==> config.mk <==
export PLATFORM = sky130hd
export DESIGN_NAME = udp_tx_mux
export DESIGN_NICKNAME = d
export VERILOG_FILES = /design/src/rtl/udp_pkg.sv /design/src/rtl/rr_arbiter.sv /design/src/rtl/udp_tx_mux.sv
export SDC_FILE = /design/constraint.sdc
export NUM_CORES = 1
export LEC_CHECK = 0
export ABC_AREA = 1
export BUFFER_PORTS_ARGS = -buffer_cell sky130_fd_sc_hd__buf_2
export CAP_MARGIN = 25
export CELL_PAD_IN_SITES_DETAIL_PLACEMENT = 1
export CELL_PAD_IN_SITES_GLOBAL_PLACEMENT = 1
export CORE_ASPECT_RATIO = 0.6
export CORE_MARGIN = 3
export CORE_UTILIZATION = 30
export DETAILED_ROUTE_END_ITERATION = 12
export PLACE_DENSITY = 0.95
export REMOVE_ABC_BUFFERS = 1
export SYNTH_ARGS = -nofsm -noshare
export SYNTH_HDL_FRONTEND = slang
export SYNTH_HIERARCHICAL = 1
export SYNTH_SLANG_ARGS = --single-unit
==> constraint.sdc <==
create_clock -name e_rxc -period 3.8 [get_ports e_rxc]
set_input_delay 0.76 -clock e_rxc [delete_from_list [all_inputs] [get_ports e_rxc]]
set_output_delay 0.76 -clock e_rxc [all_outputs]
set_load 0.1 [all_outputs]
==> src/rtl/udp_pkg.sv <==
// udp_pkg: shared types and constants for the UDP transmit/receive muxing logic.
//   udp_mux_state_t : transmit mux FSM state encoding
//   UDP_HDR_BYTES   : UDP header size in bytes
//   IP_HDR_BYTES    : IPv4 header size in bytes (no options)
//   LEN_W           : width of the IP/UDP length fields
//   WCNT_W          : width of the payload word counter
package udp_pkg;

  typedef enum logic [2:0] {
    ST_IDLE   = 3'd0,
    ST_CHECK  = 3'd1,
    ST_START  = 3'd2,
    ST_STREAM = 3'd3,
    ST_GAP    = 3'd4
  } udp_mux_state_t;

  localparam int UDP_HDR_BYTES = 8;
  localparam int IP_HDR_BYTES  = 20;
  localparam int LEN_W         = 16;
  localparam int WCNT_W        = 14;

endpackage

==> src/rtl/rr_arbiter.sv <==
// rr_arbiter: combinational round-robin arbiter with optional strict priority
// for channel 0. The search starts at last+1 (mod NCH).
//   req     in  NCH : request vector
//   last    in  IW  : index of the previously granted channel
//   prio_en in  1   : channel 0 wins whenever it requests; the others rotate
//   grant   out NCH : one-hot grant, all zero when nothing requests
//   idx     out IW  : index of the granted channel (0 when no grant)
module rr_arbiter #(
  parameter int NCH = 4,
  parameter int IW  = $clog2(NCH)
) (
  input  logic [NCH-1:0] req,
  input  logic [IW-1:0]  last,
  input  logic           prio_en,
  output logic [NCH-1:0] grant,
  output logic [IW-1:0]  idx
);

  logic [IW-1:0] c;

  always_comb begin
    grant = '0;
    idx   = '0;
    c     = '0;
    if (prio_en && req[0]) begin
      grant[0] = 1'b1;
    end else begin
      for (int i = 1; i <= NCH; i++) begin
        c = IW'((int'(last) + i) % NCH);
        // In priority mode channel 0 is handled above, so the rotation skips it.
        if ((grant == '0) && req[c] && !(prio_en && (c == '0))) begin
          grant[c] = 1'b1;
          idx      = c;
        end
      end
    end
  end

endmodule

==> src/rtl/udp_tx_mux.sv <==
// udp_tx_mux: N-channel transmit front end for the UDP engine.
// Arbitrates producer requests, validates and latches the winner's lengths,
// issues tx_start, routes word requests/data and enforces an inter-packet gap.
// Optional build macro UDP_TX_MUX_PRIO_EN gives channel 0 strict priority.
//   e_rxc, reset        : clock and synchronous active-high reset
//   ch_req              : per-channel level request
//   ch_total_length     : packed per-channel IP total length (ch0 at LSBs)
//   ch_data_length      : packed per-channel UDP length
//   ch_data             : packed per-channel payload word
//   ch_grant            : one-hot grant, START through last STREAM cycle
//   ch_data_req         : tx_data_req routed to the granted channel
//   ch_done, ch_err     : completion / rejection pulses
//   tx_start            : one-cycle start pulse to the engine
//   tx_total_length,
//   tx_data_length      : latched lengths of the current packet
//   tx_data             : payload word of the granted channel
//   tx_data_req         : word request from the engine
//   active_ch           : granted or last-granted channel index
//
// state  | meaning
// IDLE   | arbitrate, latch winner's lengths
// CHECK  | validate lengths, load word counter
// START  | tx_start pulse
// STREAM | count engine word requests down to zero
// GAP    | inter-packet idle time
module udp_tx_mux
  import udp_pkg::*;
#(
  parameter int NCH     = 4,
  parameter int DW      = 32,
  parameter int GAP_CYC = 12
) (
  input  logic                     e_rxc,
  input  logic                     reset,
  input  logic [NCH-1:0]           ch_req,
  input  logic [NCH*LEN_W-1:0]     ch_total_length,
  input  logic [NCH*LEN_W-1:0]     ch_data_length,
  input  logic [NCH*DW-1:0]        ch_data,
  output logic [NCH-1:0]           ch_grant,
  output logic [NCH-1:0]           ch_data_req,
  output logic [NCH-1:0]           ch_done,
  output logic [NCH-1:0]           ch_err,
  output logic                     tx_start,
  output logic [LEN_W-1:0]         tx_total_length,
  output logic [LEN_W-1:0]         tx_data_length,
  output logic [DW-1:0]            tx_data,
  input  logic                     tx_data_req,
  output logic [$clog2(NCH)-1:0]   active_ch
);

  localparam int IW  = $clog2(NCH);
  localparam int BPW = DW / 8;
  localparam int GW  = $clog2(GAP_CYC + 1);

`ifdef UDP_TX_MUX_PRIO_EN
  localparam logic PRIO_EN = 1'b1;
`else
  localparam logic PRIO_EN = 1'b0;
`endif

  udp_mux_state_t state, state_nxt;

  logic [IW-1:0]     last_q;
  logic [WCNT_W-1:0] word_cnt;
  logic [GW-1:0]     gap_cnt;
  logic [NCH-1:0]    arb_grant;
  logic [IW-1:0]     arb_idx;
  logic              arb_valid;
  logic [LEN_W-1:0]  sel_tot, sel_dat;
  logic [LEN_W:0]    payload_bytes;
  logic [WCNT_W-1:0] words_calc;
  logic              len_ok;
  logic [NCH-1:0]    act_onehot;
  logic              prio_en;

  assign prio_en = PRIO_EN;

  rr_arbiter #(.NCH(NCH), .IW(IW)) u_arb (
    .req     (ch_req),
    .last    (last_q),
    .prio_en (prio_en),
    .grant   (arb_grant),
    .idx     (arb_idx)
  );

  assign arb_valid = |arb_grant;
  assign sel_tot   = ch_total_length[arb_idx*LEN_W +: LEN_W];
  assign sel_dat   = ch_data_length[arb_idx*LEN_W +: LEN_W];

  // Compare in LEN_W+1 bits so data_length+20 cannot wrap into a false match.
  assign len_ok = (tx_data_length >= LEN_W'(UDP_HDR_BYTES)) &&
                  ({1'b0, tx_total_length} ==
                   ({1'b0, tx_data_length} + (LEN_W+1)'(IP_HDR_BYTES)));

  assign payload_bytes = {1'b0, tx_data_length} - (LEN_W+1)'(UDP_HDR_BYTES);
  assign words_calc    = WCNT_W'((payload_bytes + (LEN_W+1)'(BPW - 1)) / (LEN_W+1)'(BPW));

  assign act_onehot = NCH'(1) << active_ch;

  always_ff @(posedge e_rxc) begin
    if (reset) state <= ST_IDLE;
    else       state <= state_nxt;
  end

  always_comb begin
    state_nxt = state;
    case (state)
      ST_IDLE:   if (arb_valid) state_nxt = ST_CHECK;
      ST_CHECK:  state_nxt = len_ok ? ST_START : ST_GAP;
      ST_START:  state_nxt = (word_cnt == '0) ? ST_GAP : ST_STREAM;
      ST_STREAM: if (tx_data_req && (word_cnt == WCNT_W'(1))) state_nxt = ST_GAP;
      ST_GAP:    if (gap_cnt == '0) state_nxt = ST_IDLE;
      default:   state_nxt = ST_IDLE;
    endcase
  end

  always_ff @(posedge e_rxc) begin
    if (reset) begin
      last_q          <= IW'(NCH - 1);
      active_ch       <= '0;
      tx_total_length <= '0;
      tx_data_length  <= '0;
      word_cnt        <= '0;
      gap_cnt         <= '0;
      ch_grant        <= '0;
      ch_done         <= '0;
      ch_err          <= '0;
      tx_start        <= 1'b0;
    end else begin
      tx_start <= 1'b0;
      ch_done  <= '0;
      ch_err   <= '0;
      case (state)
        ST_IDLE: begin
          if (arb_valid) begin
            active_ch       <= arb_idx;
            last_q          <= arb_idx;
            tx_total_length <= sel_tot;
            tx_data_length  <= sel_dat;
          end
        end
        ST_CHECK: begin
          if (len_ok) begin
            word_cnt <= words_calc;
            ch_grant <= act_onehot;
            tx_start <= 1'b1;
          end else begin
            ch_done <= act_onehot;
            ch_err  <= act_onehot;
            gap_cnt <= GW'(GAP_CYC - 1);
          end
        end
        ST_START: begin
          if (word_cnt == '0) begin
            ch_done  <= ch_grant;
            ch_grant <= '0;
            gap_cnt  <= GW'(GAP_CYC - 1);
          end
        end
        ST_STREAM: begin
          if (tx_data_req) begin
            word_cnt <= word_cnt - WCNT_W'(1);
            if (word_cnt == WCNT_W'(1)) begin
              ch_done  <= ch_grant;
              ch_grant <= '0;
              gap_cnt  <= GW'(GAP_CYC - 1);
            end
          end
        end
        ST_GAP: begin
          if (gap_cnt != '0) gap_cnt <= gap_cnt - GW'(1);
        end
        default: ;
      endcase
    end
  end

  // Engine requests outside STREAM never reach a producer.
  assign ch_data_req = ((state == ST_STREAM) && tx_data_req) ? ch_grant : '0;

  always_comb begin
    tx_data = '0;
    if (|ch_grant) tx_data = ch_data[active_ch*DW +: DW];
  end

endmodule

After elaboration in Yosys (flattened, before gate mapping)
Index checks and enable logic that the tools add are counted.
W data, S select, Z words.
{"block": "op_classes", "n_reduce_logical": 28, "order_cmp": 9, "muxes": 52, "add_sub_neg": 9, "eq_ne": 15, "shifts": 4, "bitwise": 4}
{"operator": "$shiftx A128 B8 Y32", "count": 1}
{"operator": "$shiftx A64 B7 Y16", "count": 2}
{"operator": "$mux W4", "count": 18}
{"operator": "$mux W32", "count": 1}
{"operator": "$mux W14", "count": 2}
{"operator": "$pmux W14 S2", "count": 1}
{"operator": "$pmux W4 S3", "count": 2}
{"operator": "$ne A2 B2 Y1 const B", "count": 9}
{"operator": "$add A16 B5 Y17 const B", "count": 1}
{"operator": "$eq A16 B17 Y1", "count": 1}
{"operator": "$add A16 B2 Y16 const B", "count": 1}
{"operator": "$ge A16 B4 Y1 const B", "count": 1}
{"operator": "$logic_not A4 Y1", "count": 4}
{"operator": "$pmux W4 S4", "count": 1}
{"operator": "$sub A16 B4 Y16 const B", "count": 1}
{"operator": "$mux W3", "count": 5}
{"operator": "$pmux W3 S5", "count": 1}
{"operator": "$eq A14 B1 Y1 const B", "count": 1}
{"operator": "$logic_not A14 Y1", "count": 1}
{"operator": "$sub A14 B1 Y14 const B", "count": 1}
{"operator": "$lt A2 B3 Y1 const B", "count": 4}
{"operator": "$or A4 B4 Y4", "count": 3}
{"operator": "$logic_and A1 B1 Y1", "count": 10}
{"operator": "$mux W1", "count": 9}
{"operator": "other kinds (22)", "count": 40}
{"block": "totals", "in_bits": 263, "register_bits": 70, "elab_cells": 132}

Longest topological paths before layout
{"block": "depth", "word_depth": 18, "mapped_depth": 24}

Modules after synthesis
Netlist, hierarchy kept.
{"module": "udp_tx_mux", "cells_per_inst": 974, "n_inst": 1, "area_each_um2": 5741.8, "seq_area_each_um2": 1401.3}
{"module": "rr_arbiter", "cells_per_inst": 104, "n_inst": 1, "area_each_um2": 678.2, "seq_area_each_um2": 0.0}

Worst setup path after synthesis
OpenSTA, ideal clock, no wires.
{"block": "synth_path", "path_kind": "register to output", "from": "register active_ch[0]", "to": "output tx_data[22]", "required_ns": 3.040, "arrival_time_ns": 3.309, "stages_incl_launch_ff": 6, "setup_slack_ns": -0.269, "path_cell_list": "dfxtp_1 -> inv_1 -> nor2_1 -> clkbuf_1 -> a22oi_1 -> a21oi_1"}
{"block": "synth_via", "elab_chain_len": 2}
{"item": "start, declared", "line_no": "udp_tx_mux.sv:48", "text": "output logic [$clog2(NCH)-1:0] active_ch"}
{"item": "start signal, assigned", "line_no": "udp_tx_mux.sv:136", "text": "active_ch <= arb_idx;"}
{"item": "$shiftx A128 B8 Y32", "line_no": "udp_tx_mux.sv:183", "text": "if (|ch_grant) tx_data = ch_data[active_ch*DW +: DW];"}
{"item": "$mux W32", "line_no": "udp_tx_mux.sv:183"}
{"item": "end, declared", "line_no": "udp_tx_mux.sv:46", "text": "output logic [DW-1:0] tx_data,"}
Every way passes these cells.

Worst setup path in the final report
{"block": "layout_path", "from": "register last_q[1]", "to": "register tx_total_length[6]"}
{"block": "layout_via", "word_cells_on_any_way": 52, "classes_between": "4 x add/sub; 8 x order compare; 1 x shift; 24 x mux; 3 x bitwise; 12 x reduce/logical"}
{"item": "start, declared", "line_no": "udp_tx_mux.sv:63", "text": "logic [IW-1:0] last_q;"}
{"item": "start signal, assigned", "line_no": "udp_tx_mux.sv:119", "text": "last_q <= IW'(NCH - 1);"}
{"item": "start signal, assigned", "line_no": "udp_tx_mux.sv:137", "text": "last_q <= arb_idx;"}
{"item": "$add A2 B1 Y2", "line_no": "rr_arbiter.sv:29", "text": "c = IW'((int'(last) + i) % NCH);"}
{"item": "$lt A2 B3 Y1 (implied by the code) or $ge A2 B1 Y1 (tied branches)", "line_no": "rr_arbiter.sv:32", "text": "grant[c] = 1'b1;"}
{"item": "$logic_and A1 B1 Y1 (implied by the code)", "line_no": "rr_arbiter.sv:32"}
{"item": "$mux W1 (implied by the code)", "line_no": "rr_arbiter.sv:32"}
{"item": "$demux W1 S2", "line_no": "rr_arbiter.sv:32"}
{"item": "$mux W4", "line_no": "rr_arbiter.sv:31", "text": "if ((grant == '0) && req[c] && !(prio_en && (c == '0))) begin"}
{"item": "$logic_not A4 Y1", "line_no": "rr_arbiter.sv:31"}
{"item": "$logic_and A1 B1 Y1", "line_no": "rr_arbiter.sv:31"}
{"item": "$mux W4", "line_no": "rr_arbiter.sv:31"}
{"item": "$logic_not A4 Y1", "line_no": "rr_arbiter.sv:31"}
{"item": "$logic_and A1 B1 Y1", "line_no": "rr_arbiter.sv:31"}
{"item": "$mux W4", "line_no": "rr_arbiter.sv:31"}
{"item": "$logic_not A4 Y1", "line_no": "rr_arbiter.sv:31"}
{"item": "$logic_and A1 B1 Y1", "line_no": "rr_arbiter.sv:31"}
{"item": "$mux W2 (*)", "line_no": "rr_arbiter.sv:31"}
{"item": "via arb_idx[0]", "line_no": "udp_tx_mux.sv:67", "text": "logic [IW-1:0] arb_idx;"}
{"item": "$shiftx A64 B7 Y16 (*)", "line_no": "udp_tx_mux.sv:87", "text": "assign sel_tot = ch_total_length[arb_idx*LEN_W +: LEN_W];"}
{"item": "end signal, assigned", "line_no": "udp_tx_mux.sv:138", "text": "tx_total_length <= sel_tot;"}
{"item": "end, declared", "line_no": "udp_tx_mux.sv:44", "text": "output logic [LEN_W-1:0] tx_total_length,"}
The timed path passes the listed nets; every way through them passes the cells marked *. The select of a mux whose other input is x is not followed.
A chain may end at the register's enable or synchronous reset.

==> run metrics <==
NumNets Final=1,668; Final Max Slew Viols=0; layout cells sized above 1=31.64%; syn avg cell area=5.955 µm²; worst-margin pin slew=1026 ps; commonest cells after routing, fill and taps aside=341 x buf_2, 217 x nor2_1, 174 x nand2_1; core box area=20,520 µm²; total die area=23,250 µm²; Final setup violation count=0; Netlist cell types=between 40 and 50; Reg clk slew, reported paths=60 ps; via count=8,638; Setup Fix Bufs, Post-CTS=0; DRT Wirelength=29,230 µm; Final Cell Area=8811 µm²; Worst Path Required=4010 ps; 1st-iter DRT viols=578; DRC Markers=0; clk_lat worst skew=340 ps; startpoint types=flip-flop; CTS root buf=clkbuf_16; critical path class=flip-flop to flip-flop; area share of the largest cell type after synthesis=21.83%; Post-DP HPWL=22,900 µm; vias in the first global route=a little under 9,000; crit path time final=3433 ps; Wirelength per Cell=17.49 µm; All-Layer GR Usage=23.44%; register area share after synthesis=a little over a fifth; Synthesis Warnings=6; max_cap viols=0; first-pass GRT wire length=45,400 µm; # IOs=346; Synth Register Bits=70; DRT antenna net count=0; first-pass iteration count of the detailed router=5; largest net degree at the start of global routing=68; crit path max fanout=52; mapped cell area=6420 µm²; clk sink count=70; CTS H-tree depth=3; Mapped Cells=1,078; Fin Setup TNS=0 ps; Worst Hold Class=flip-flop to flip-flop; Setup crit end kind=flip-flop; status=finished clean; row cnt=40; clock skew=11.48 ps; CTS buffer count=9; Area after DPL=8472 µm²; Primary FF master, synth=dfxtp_1; Synth area leaders=dfxtp_1 22%, nor2_1 13%, nand2_1 10%; fmax=291.3 MHz; Longest Clk Path Bufs=2; P&R area growth vs syn=37.24%; CTS tree=yes; most common cell after layout, fill and taps aside=buf_2; die width=just under 200 µm; RSZ-0062 raised after global routing=false; gpl congestion=0.9012; Avg Vias per Cell=5.169; Starting Density=31.29%; area leader, netlist=dfxtp_1; total grt overflow=0; Slew headroom=31.10%; Hold Fails Final Rpt=0; EDFF count, synth=0; post-route clock period utilization=90.34%; I/O Buffers=345; initial antenna violation count=0; ys async rst share=0%; Die Span Y=119.3 µm; WP data arrival=3640 ps
[cell families after synthesis]
logic type	share of synthesized area, %
and+or+nand+nor	35.08
AOI/OAI and AO/OA	27.52
buffers and inverters	10.10
DFF	21.83
xor gates and xnor gates	2.729
adders and majority gates	2.534
other	0.05841
muxes	0.1559
[repair_timing]
action | 4_1_cts | 5_1_grt
gates resized for setup | 0 | 4
setup endpoints to repair | 0 | 37
hold buffers | 0 | 0
hold endpoints to repair | 0 | 0
[per-layer routing]
| metal | part of all wire [%] | GRT usage, % | routed length [µm] |
|---|---|---|---|
| met1 | 46 | 31.30 | 13310 |
| met2 | 47 | 38.86 | 13780 |
| met3 | 6.2 | 5.881 | 1810 |
| met4 | 1.1 | 4.094 | 331 |
| met5 | 0 | 0 | 0 |
[Yosys cell counts, types with 2 or more instances]
cell type / instances
buf_2: 7
a21oi_2: 8
o21ai_0: 111
inv_1: 90
nand4_1: 11
nor2_4: 9
clkbuf_1: 45
nor4_1: 2
nor3_1: 2
nand2_1: 174
nor2_1: 220
ha_1: 13
xor2_1: 19
nand3_2: 8
o21bai_1: 3
nor2_2: 6
buf_1: 9
nand2_4: 3
buf_6: 2
clkinv_1: 4
o211ai_1: 2
a31oi_1: 34
o21ai_2: 3
nand3_1: 64
nand2_2: 10
a21oi_1: 65
a22oi_1: 64
o21a_1: 2
inv_2: 5
dfxtp_1: 70
[per-stage QoR]
stage	hold WS, ps	setup slack [ps]	std cells	utilization [%]
after detailed placement	470.0	91.31	1653	41.29
after global routing	526.1	28.59	1670	42.93
after floorplan	451.6	-1673	1018	-
after CTS	485.5	51.50	1669	42.75
after global placement	462.6	343.1	1653	41.29
final	481.2	366.9	1671	42.94
[final cells by class]
| cell class | instances | area (µm²) |
|---|---|---|
| fillers | 2867 | 11710 |
| multi-input cells | 848 | 4415 |
| repair buffers | 363 | 1968 |
| flip-flops and latches | 70 | 1403 |
| inverters | 100 | 380.4 |
| well taps | 273 | 341.6 |
| clock buffers | 12 | 246.5 |
| clock inverters | 4 | 53.80 |
| diodes | 1 | 2.502 |
[sequential cells by signal, summed over array words and instances, names as in the netlist]
| signal | cells |
|---|---|
| ch_err | 4 |
| tx_data_length | 16 |
| state | 3 |
| tx_start | 1 |
| last_q | 2 |
| active_ch | 2 |
| ch_grant | 4 |
| ch_done | 4 |
| word_cnt | 14 |
| tx_total_length | 16 |
| gap_cnt | 4 |
[critical path, stage by stage (launching register included)]
cell	delay [ps]
dfxtp_2	400
inv_2	110
ha_1	340
inv_1	180
nand3_2	120
nand3_1	90
nor2_1	80
nor2_4	150
nand3_1	110
nand2_1	100
inv_2	70
nand4_1	90
nand2_1	110
nor2_4	170
nand2_4	70
nand2_1	60
nand2_1	80
nor2_4	200
clkinv_1	140
buf_6	220
o21ai_0	270
a31oi_1	120
[worst paths after layout]
kind,endpoint,start,slack (ps),cells after the start
setup reg to reg,tx_total_length[6],last_q[1],370,21
setup / recovery,tx_total_length[6],last_q[1],370,21
hold / removal,gap_cnt[1],gap_cnt[1],480,2
hold reg to reg,gap_cnt[1],gap_cnt[1],480,2
Power is left out: the tool's default activity adds up to more than one toggle a clock period on the data nets, which glitch-free logic cannot reach.
